File: src/rtl/enemy_pkg.sv
// enemy_pkg: shared constants, colours and enums for the enemy actor.
package enemy_pkg;
    localparam logic [3:0]  ENEMY_STATE = 4'b1000;
    localparam int          SCREEN_W    = 1024;
    localparam int          SCREEN_H    = 768;
    localparam int          SPRITE_SIZE = 32;
    localparam int          EYE_SIZE    = 8;
    localparam int          X_MAX       = SCREEN_W - SPRITE_SIZE;
    localparam int          Y_MAX       = SCREEN_H - SPRITE_SIZE;
    localparam int          EYE_MID     = (SPRITE_SIZE - EYE_SIZE) / 2;
    localparam int          EYE_FAR     = SPRITE_SIZE - EYE_SIZE;
    localparam logic [11:0] COLOR_EYE   = 12'hFF0;
    localparam logic [11:0] COLOR_FLASH = 12'hFFF;
    localparam logic [11:0] COLOR_NONE  = 12'h000;

    typedef enum logic [1:0] {RIGHT, DOWN, LEFT, UP} dir_t;
    typedef enum logic [1:0] {IDLE, ACT, DONE} fsm_t;

    function automatic int clamp(input int v, input int hi);
        return v < 0 ? 0 : (v > hi ? hi : v);
    endfunction
endpackage

File: src/rtl/enemy_sprite.sv
// enemy_sprite: combinational 32x32 hit test and colour select for one raster pixel.
// Define ENEMY_FLASH_EN to render the body white while an action is busy.
module enemy_sprite
    import enemy_pkg::*;
(
    input  logic [10:0] x_in,
    input  logic [9:0]  y_in,
    input  dir_t        dir_in,
    input  logic [3:0]  turn_in,
    input  logic        busy_in,
    input  logic [10:0] hcount_in,
    input  logic [9:0]  vcount_in,
    output logic [11:0] pixel_out
);
`ifdef ENEMY_FLASH_EN
    localparam bit FLASH = 1'b1;
`else
    localparam bit FLASH = 1'b0;
`endif

    logic [10:0] dh;
    logic [9:0]  dv;
    logic        in_h, in_v, mid_h, mid_v, eye;
    logic [11:0] body;

    always_comb begin
        dh        = hcount_in - x_in;
        dv        = vcount_in - y_in;
        in_h      = hcount_in >= x_in && dh < 11'(SPRITE_SIZE);
        in_v      = vcount_in >= y_in && dv < 10'(SPRITE_SIZE);
        mid_h     = dh >= 11'(EYE_MID) && dh < 11'(EYE_MID + EYE_SIZE);
        mid_v     = dv >= 10'(EYE_MID) && dv < 10'(EYE_MID + EYE_SIZE);
        // Eye sits on the edge the sprite is facing, centred along that edge.
        eye       = in_h && in_v && (dir_in == RIGHT ? dh >= 11'(EYE_FAR) && mid_v :
                                     dir_in == LEFT  ? dh <  11'(EYE_SIZE) && mid_v :
                                     dir_in == DOWN  ? dv >= 10'(EYE_FAR) && mid_h :
                                                       dv <  10'(EYE_SIZE) && mid_h);
        body      = (FLASH && busy_in) ? COLOR_FLASH : {4'hF, turn_in, 4'h0};
        pixel_out = eye ? COLOR_EYE : (in_h && in_v) ? body : COLOR_NONE;
    end
endmodule

File: src/rtl/enemy.sv
// enemy: enemy actor -- one timed, moving action per game enemy phase plus registered sprite pixel.
// Optional attack flash enabled by defining ENEMY_FLASH_EN.
module enemy
    import enemy_pkg::*;
#(
    parameter int ACTION_CYCLES = 16,
    parameter int STEP          = 32,
    parameter int X0            = 512,
    parameter int Y0            = 256
) (
    input  logic        clk,
    input  logic        rst,
    input  logic [10:0] hcount_in,
    input  logic [9:0]  vcount_in,
    input  logic [3:0]  state_in,
    input  logic [3:0]  turn_in,
    input  logic [1:0]  rotate_in,
    output logic        busy_out,
    output logic        finished_out,
    output logic [11:0] pixel_out
);
    localparam int CW = ACTION_CYCLES > 1 ? $clog2(ACTION_CYCLES) : 1;

    fsm_t        state_q, state_d;
    logic [CW-1:0] cnt_q, cnt_d;
    logic        armed_q, armed_d;
    logic [10:0] x_q, x_d;
    logic [9:0]  y_q, y_d;
    logic [3:0]  turn_q, turn_d;
    dir_t        rot_q, rot_d;
    logic        busy_q, busy_d, fin_q, fin_d;
    logic [11:0] pix_q, pix_d;
    logic        trigger, last;

    always_comb begin
        trigger = state_q == IDLE && armed_q && state_in == ENEMY_STATE;
        last    = state_q == ACT && cnt_q == CW'(ACTION_CYCLES - 1);
        state_d = state_q;
        cnt_d   = state_q == ACT ? cnt_q + 1'b1 : cnt_q;
        armed_d = state_q == IDLE ? (armed_q || state_in != ENEMY_STATE) : armed_q;
        turn_d  = trigger ? turn_in : turn_q;
        rot_d   = trigger ? dir_t'(rotate_in) : rot_q;
        x_d     = x_q;
        y_d     = y_q;
        if (trigger) begin
            state_d = ACT;
            cnt_d   = '0;
            armed_d = 1'b0;
        end
        if (last) begin
            state_d = DONE;
            x_d = rot_q == RIGHT ? 11'(clamp(int'(x_q) + STEP, X_MAX)) :
                  rot_q == LEFT  ? 11'(clamp(int'(x_q) - STEP, X_MAX)) : x_q;
            y_d = rot_q == DOWN  ? 10'(clamp(int'(y_q) + STEP, Y_MAX)) :
                  rot_q == UP    ? 10'(clamp(int'(y_q) - STEP, Y_MAX)) : y_q;
        end
        if (state_q == DONE) state_d = IDLE;
        busy_d = state_d == ACT;
        fin_d  = state_d == DONE;
    end

    enemy_sprite u_sprite (
        .x_in      (x_q),
        .y_in      (y_q),
        .dir_in    (rot_q),
        .turn_in   (turn_q),
        .busy_in   (busy_q),
        .hcount_in (hcount_in),
        .vcount_in (vcount_in),
        .pixel_out (pix_d)
    );

    always_ff @(posedge clk or negedge rst) begin
        if (!rst) begin
            state_q <= IDLE;
            cnt_q   <= '0;
            armed_q <= 1'b1;
            x_q     <= 11'(X0);
            y_q     <= 10'(Y0);
            turn_q  <= '0;
            rot_q   <= RIGHT;
            busy_q  <= 1'b0;
            fin_q   <= 1'b0;
            pix_q   <= COLOR_NONE;
        end else begin
            state_q <= state_d;
            cnt_q   <= cnt_d;
            armed_q <= armed_d;
            x_q     <= x_d;
            y_q     <= y_d;
            turn_q  <= turn_d;
            rot_q   <= rot_d;
            busy_q  <= busy_d;
            fin_q   <= fin_d;
            pix_q   <= pix_d;
        end
    end

    assign busy_out     = busy_q;
    assign finished_out = fin_q;
    assign pixel_out    = pix_q;
endmodule

File: config.mk
export PLATFORM = sky130hd
export DESIGN_NAME = enemy
export DESIGN_NICKNAME = d
export VERILOG_FILES = /design/src/rtl/enemy_pkg.sv /design/src/rtl/enemy_sprite.sv /design/src/rtl/enemy.sv
export SDC_FILE = /design/constraint.sdc
export NUM_CORES = 1
export LEC_CHECK = 0
export BUFFER_PORTS_ARGS = -buffer_cell sky130_fd_sc_hd__clkbuf_2
export CORE_MARGIN = 8
export CORE_UTILIZATION = 60
export DETAILED_ROUTE_END_ITERATION = 16
export PLACE_DENSITY = 0.83
export SKIP_CTS_REPAIR_TIMING = 1
export SKIP_LAST_GASP = 1
export SLEW_MARGIN = 15
export SYNTH_ARGS = -nofsm -noshare
export SYNTH_HDL_FRONTEND = slang
export SYNTH_SLANG_ARGS = --single-unit
File: constraint.sdc
create_clock -name clk -period 4 [get_ports clk]
set_input_delay 0.8 -clock clk [delete_from_list [all_inputs] [get_ports clk]]
set_output_delay 0.8 -clock clk [all_outputs]
set_load 0.01 [all_outputs]
Yosys cells after proc, flatten, opt, wreduce, memory -nomap -nowiden
Cells that the tools add are included.
W data, S select, Z words.
{ "totals": {"regBits": 48, "wordCells": 93, "in_bits": 33, "output_inout_bits": 14} }
{ "op_classes": {"mux": 24, "add_sub_neg": 7, "n_eq_ne": 10, "reduce_logical": 22, "magnitude_cmp": 20} }
{ "op_table": {"columns": ["operator", "n"], "rows": [
  ["$mux W11", 6],
  ["$mux W10", 6],
  ["$lt A12 B1 Y1 const B", 2],
  ["$mux W12", 2],
  ["$lt A11 B1 Y1 const B", 2],
  ["$logic_and A1 B1 Y1", 13],
  ["$add A11 B6 Y12 const B", 1],
  ["$gt A12 B10 Y1 const B", 1],
  ["$gt A12 B11 Y1 const B", 1],
  ["$sub A11 B6 Y12 const B", 1],
  ["$add A10 B6 Y11 const B", 1],
  ["$ge A11 B11 Y1", 1],
  ["$ge A11 B4 Y1 const B", 1],
  ["$ge A11 B5 Y1 const B", 1],
  ["$gt A11 B10 Y1 const B", 1],
  ["$gt A11 B11 Y1 const B", 1],
  ["$lt A11 B4 Y1 const B", 1],
  ["$lt A11 B5 Y1 const B", 1],
  ["$lt A11 B6 Y1 const B", 1],
  ["$sub A10 B6 Y11 const B", 1],
  ["$sub A11 B11 Y11", 1],
  ["$ge A10 B10 Y1", 1],
  ["$ge A10 B4 Y1 const B", 1],
  ["$ge A10 B5 Y1 const B", 1],
  ["other kinds (16)", 34]
]} }

Longest topological paths before layout
{ "depth": {"ltp_word": 9, "depth_mapped": 9} }

Modules after synthesis
From an unflattened synthesis, not the netlist that was laid out.
{ "unflattened": {"cells_unflattened": 406, "area_unflattened_um2": 3329.4} }
{ "modules_own_cells": {"columns": ["module", "area_each_um2", "cells_per_inst", "n_inst", "seq_area_each_um2"], "rows": [
  ["enemy", 1998.2, 213, 1, 954.7],
  ["enemy_sprite", 1331.3, 193, 1, 0.0]
]} }

Worst setup path before layout
No wires, ideal clock.
{ "synth_timing": {"kind": "input to register", "startpoint": "input port vcount_in[6]", "endpoint": "register pix_q[4], in the netlist pixel_out[4]", "n_path_buf": 0, "cell_stages": 7, "t_arrival_ps": 2328, "t_required_ps": 3920, "setup_time_ps": 80, "setup_slack_ps": 1593, "path_cell_list": "ha_1 -> and3_1 -> a221o_1 -> xor2_1 -> nor4_2 -> o21ai_2 -> a21oi_1"} }
{ "synth_via": {"elab_chain_len": 8, "word_cells_on_any_way": 20, "classes_between": "1 x add/sub; 6 x order compare; 5 x mux; 8 x reduce/logical"} }
{ "synth_rtl": {"columns": ["item", "line", "text"], "rows": [
  ["start: declaration", "enemy.sv:14", "input logic [9:0] vcount_in,"],
  ["$sub A10 B10 Y10", "enemy_sprite.sv:28", "dv = vcount_in - y_in;"],
  ["$lt A10 B4 Y1, or another cell as far along", "enemy_sprite.sv:37", "dv < 10'(EYE_SIZE) && mid_h);"],
  ["$logic_and A1 B1 Y1 (on tied branches)", "enemy_sprite.sv:37, enemy_sprite.sv:32, enemy_sprite.sv:36", null],
  ["$mux W1 / $logic_and A1 B1 Y1 (equally long branches)", "enemy_sprite.sv:36, enemy_sprite.sv:35", null],
  ["$mux W1", "enemy_sprite.sv:35", "dir_in == LEFT ? dh < 11'(EYE_SIZE) && mid_v :"],
  ["$mux W1", "enemy_sprite.sv:34", "eye = in_h && in_v && (dir_in == RIGHT ? dh >= 11'(EYE_FAR) && mid_v :"],
  ["$logic_and A1 B1 Y1", "enemy_sprite.sv:34", null],
  ["$mux W12 *", "enemy_sprite.sv:39", "pixel_out = eye ? COLOR_EYE : (in_h && in_v) ? body : COLOR_NONE;"],
  ["named net pix_d[4]", "enemy.sv:32", "logic [11:0] pix_q, pix_d;"],
  ["end signal: assignment", "enemy.sv:95", "pix_q <= pix_d;"],
  ["end: declaration", "enemy.sv:32", null]
]} }
Mark *: on every way through the listed nets, which the timed path passes. The rest lies on a longest branch.
A chain may end at the register's enable or synchronous reset.

Worst setup path after layout
{ "layout_timing": {"startpoint": "input port hcount_in[6]", "endpoint": "register pix_q[6], in the netlist pixel_out[6]"} }
{ "layout_via": {"elab_chain_len": 9, "word_cells_on_any_way": 20, "classes_between": "1 x add/sub; 6 x order compare; 5 x mux; 8 x reduce/logical"} }
{ "layout_rtl": {"columns": ["item", "line", "text"], "rows": [
  ["start: declaration", "enemy.sv:13", "input logic [10:0] hcount_in,"],
  ["$sub A11 B11 Y11", "enemy_sprite.sv:27", "dh = hcount_in - x_in;"],
  ["$ge A11 B4 Y1 / $lt A11 B5 Y1 (equally long branches)", "enemy_sprite.sv:31", "mid_h = dh >= 11'(EYE_MID) && dh < 11'(EYE_MID + EYE_SIZE);"],
  ["$logic_and A1 B1 Y1", "enemy_sprite.sv:31", null],
  ["$logic_and A1 B1 Y1 (on tied branches)", "enemy_sprite.sv:37, enemy_sprite.sv:36", null],
  ["$mux W1", "enemy_sprite.sv:36", "dir_in == DOWN ? dv >= 10'(EYE_FAR) && mid_h :"],
  ["$mux W1", "enemy_sprite.sv:35", null],
  ["$mux W1", "enemy_sprite.sv:34", null],
  ["$logic_and A1 B1 Y1", "enemy_sprite.sv:34", null],
  ["$mux W12 *", "enemy_sprite.sv:39", null],
  ["named net pix_d[6]", "enemy.sv:32", null]
]} }
Marked as above.

==> results.cfg <==
[setup_path]
r2r_slack_ns = 1.39
cp_num_buf_inv = 1
cp.required_ns = 4.19
reg2reg_to = pixel_out[6]$_DFF_PN0_
critical_path_arrival_ns = 2.81
critPathKind = in2reg
start_kind = input pin
endpoint_kind = register
worst_path_max_delay_cell = a2111o_1
worstReg2RegStart = x_q[8]$_DFFE_PN0P_
cpPeakStageDelay_ns = 0.43
rr_worst_depth = 8
cpLargestDelayFamily = compound AO/OA/AOI/OAI gates
critical_path.max_fanout = 5
path_cells = clkbuf_2 > ha_1 > o21ai_0 > o2bb2ai_1 > a2111o_1 > nor4_1 > o221ai_1 > a21oi_1

[yosys]
yosysSeqAreaShare_pct = 31.3
synth.area.top_cells = dfrtp_1 28%, ha_1 11%, o21ai_0 4.4%, a21oi_1 4.2%, inv_1 3.5%
yosysMostFrequentCell = dfrtp_1
synth_seq_cells = 31
synthCells = 299
synth_edf_count = 0
synthArstFlopShare_pct = 100
synth_top_cell_by_area = dfrtp_1
ys_types = 56
yosys_warnings = 0
synthDominantCellAreaShare_pct = 28.1
ys.flop_type = dfrtp_1
synth_area_sq_um = 2490
synthTopCellsByCount = 28 x dfrtp_1, 23 x inv_1, 22 x o21ai_0
postSynthAreaPerCell_sq_um = 8.34

[pwr]
power_frac_seq_pct = 34.7
clockPowerShare_pct = 21.2
p_leak_nw = 1.30
power_mw = 1.49
p_comb_share_pct = 44.0
p_per_area_nw_per_um2 = 530
ir_drop_mv = 0.433
power.switching_mw = 0.594
switching_share_pct = 39.8
internal_power_mw = 0.898

[clocking]
htreeDepth = 2
clk_latency_ns = 0.28
clock-sinks = 31
path_clk_slew_ns = 0.06
cts-buffers-inserted = 5
clk_path_buf_depth = 2
root_buffer = clkbuf_8
cts_tree = yes

[sta]
tightest_slew_ns = 1.02
rsz0062_at_grt = no
slew_headroom_pct = 31.3
max_freq_ghz = 0.383
tns_ns = 0
setup_viol = 0
fin_crit_sh_pct = 65.3
drv_slew = 0
hold_viol = 0
min_period_ns = 2.61
fin_worst_skew_ns = 0.00581

[detailed_routing]
routedWlPerCell_um = 14.5
vias_per_cell = 5.78
vias = 2242
route.detailed.drc = 0
drtIter0Drc = 117
ant_nets = 0
routed_wl_mm = 5.62
dr.pass1.iters = 4

[global_route]
grt_usage_pct = 18.4
grt_pass1_vias = 2239
grt_overflow = 0
antenna_found_initial = 0
grt_first_pass_wirelength_mm = 9.84
grt_max_degree = 32

[floorplan]
fp.dieH_um = 80.5
ioPinCount = 47
die_w_um = 80.5
dieArea_sq_um = 6470
design.core.area_sq_um = 4000
start_util_pct = 62.3
rows = 23

[finish]
finalNetCount = 391
multi_input_area_sq_um = 1560
syn2layout_area_growth_pct = 12.8
drive_gt1_share_pct = 17.5
regArea_sq_um = 779
n_antenna_cell = 0
nFillCells = 332

[outcome]
status = completed

[worst_hold_path]
min_path_type = reg2reg
hold_depth = 2
min_to = armed_q$_DFFE_PN1P_
hp-start = armed_q$_DFFE_PN1P_

[flow_run]
cap_viol_max_count = 0

[placement]
port_buffers = 41
gp_congestion = 0.937
dp_hpwl_mm = 4.42
==> tightest hold or removal path: stages, from the launching register on <==
cell and delay (ns):
dfstp_2 0.37, nor2_1 0.10, a21oi_1 0.05
==> registers in the layout, indices dropped and copies added (netlist names) <==
register and cells:
armed_q 1, cnt_q 4, busy_out 1, pixel_out 5
state_q 2, rot_q 2, finished_out 1, y_q 5
turn_q 4, x_q 6
==> layout make-up <==
class	count	share of cell area (%)
Clock buffer	6	2.93
Clock inverter	2	1.24
Inverter	23	3.07
Multi-Input combinational cell	235	55.5
Sequential cell	31	27.7
Tap cell	50	2.22
Timing Repair Buffer	41	7.29
==> logic make-up after synthesis <==
family                     share of synthesized area [%]
and+or+nand+nor                                     21.2
xor gates and xnor gates                            5.27
other                                              0.150
muxes                                               1.30
adders and majority gates                           10.5
AOI/OAI and AO/OA                                   23.5
DFF                                                 31.3
buffers and inverters                               6.82
==> layout by cell type, fill, tap and decap left out, drive strengths merged, types with 2 or more instances in the layout <==
master and count:
o21a 3, nor2b 4, nor2 21, nand2b 6, ha 21, nand3b 3
o221ai 3, dfstp 3, a211o 2, nor3 9, xnor2 9, a21oi 21
nor4 6, o2bb2ai 3, nor3b 3, dfrtp 28, inv 23, a211oi 2
a31oi 7, o311ai 2, o22ai 3, nand2 21, o211ai 4, clkbuf 47
and2b 3, nand3 11, o21ai 23, a21o 7, mux2 2, and2 2
and3 4, xor2 6, conb 6
==> power groups by stage <==
stage	clock (mW)	combinational, mW	sequential (mW)
after global placement	0	0.626	0.515
after CTS	0.321	0.652	0.517
after global routing	0.339	0.753	0.532
after detailed placement	0	0.647	0.521
final	0.317	0.657	0.518
after floorplan	0	0.555	0.465
==> routing by layer <==
metal	vias to the layer above	global-route usage (%)	part of all wire (%)
met5	-	0	0
met4	0	4.91	1.6
met3	8	3.91	5.2
met2	65	30.8	48
met1	1024	23.3	45
li1	1145	-	-
==> worst max path at each step <==
stage	depth (start not counted)	endpoint	startpoint	slack (ns)
after global placement	8	pixel_out[5]$_DFF_PN0_	hcount_in[6]	1.15
final	8	pixel_out[6]$_DFF_PN0_	hcount_in[6]	1.39
after global routing	8	pixel_out[6]$_DFF_PN0_	hcount_in[6]	1.22
after CTS	8	pixel_out[6]$_DFF_PN0_	hcount_in[6]	1.40
after detailed placement	8	pixel_out[6]$_DFF_PN0_	hcount_in[6]	1.15
after floorplan	7	pixel_out[4]$_DFF_PN0_	vcount_in[6]	1.59
==> stage by stage <==
| step | instances | setup WS [ns] | area (sq um) | hold slack [ns] | util, % |
|---|---|---|---|---|---|
| after floorplan | 304 | 1.59 | 2510 | 0.478 | - |
| after global placement | 380 | 1.15 | 2700 | 0.491 | 67.4 |
| after detailed placement | 380 | 1.15 | 2700 | 0.507 | 67.4 |
| after CTS | 388 | 1.40 | 2810 | 0.520 | 70.3 |
| after global routing | 388 | 1.22 | 2810 | 0.537 | 70.3 |
| final | 388 | 1.39 | 2810 | 0.523 | 70.3 |
(Power assumes the default switching activity.)
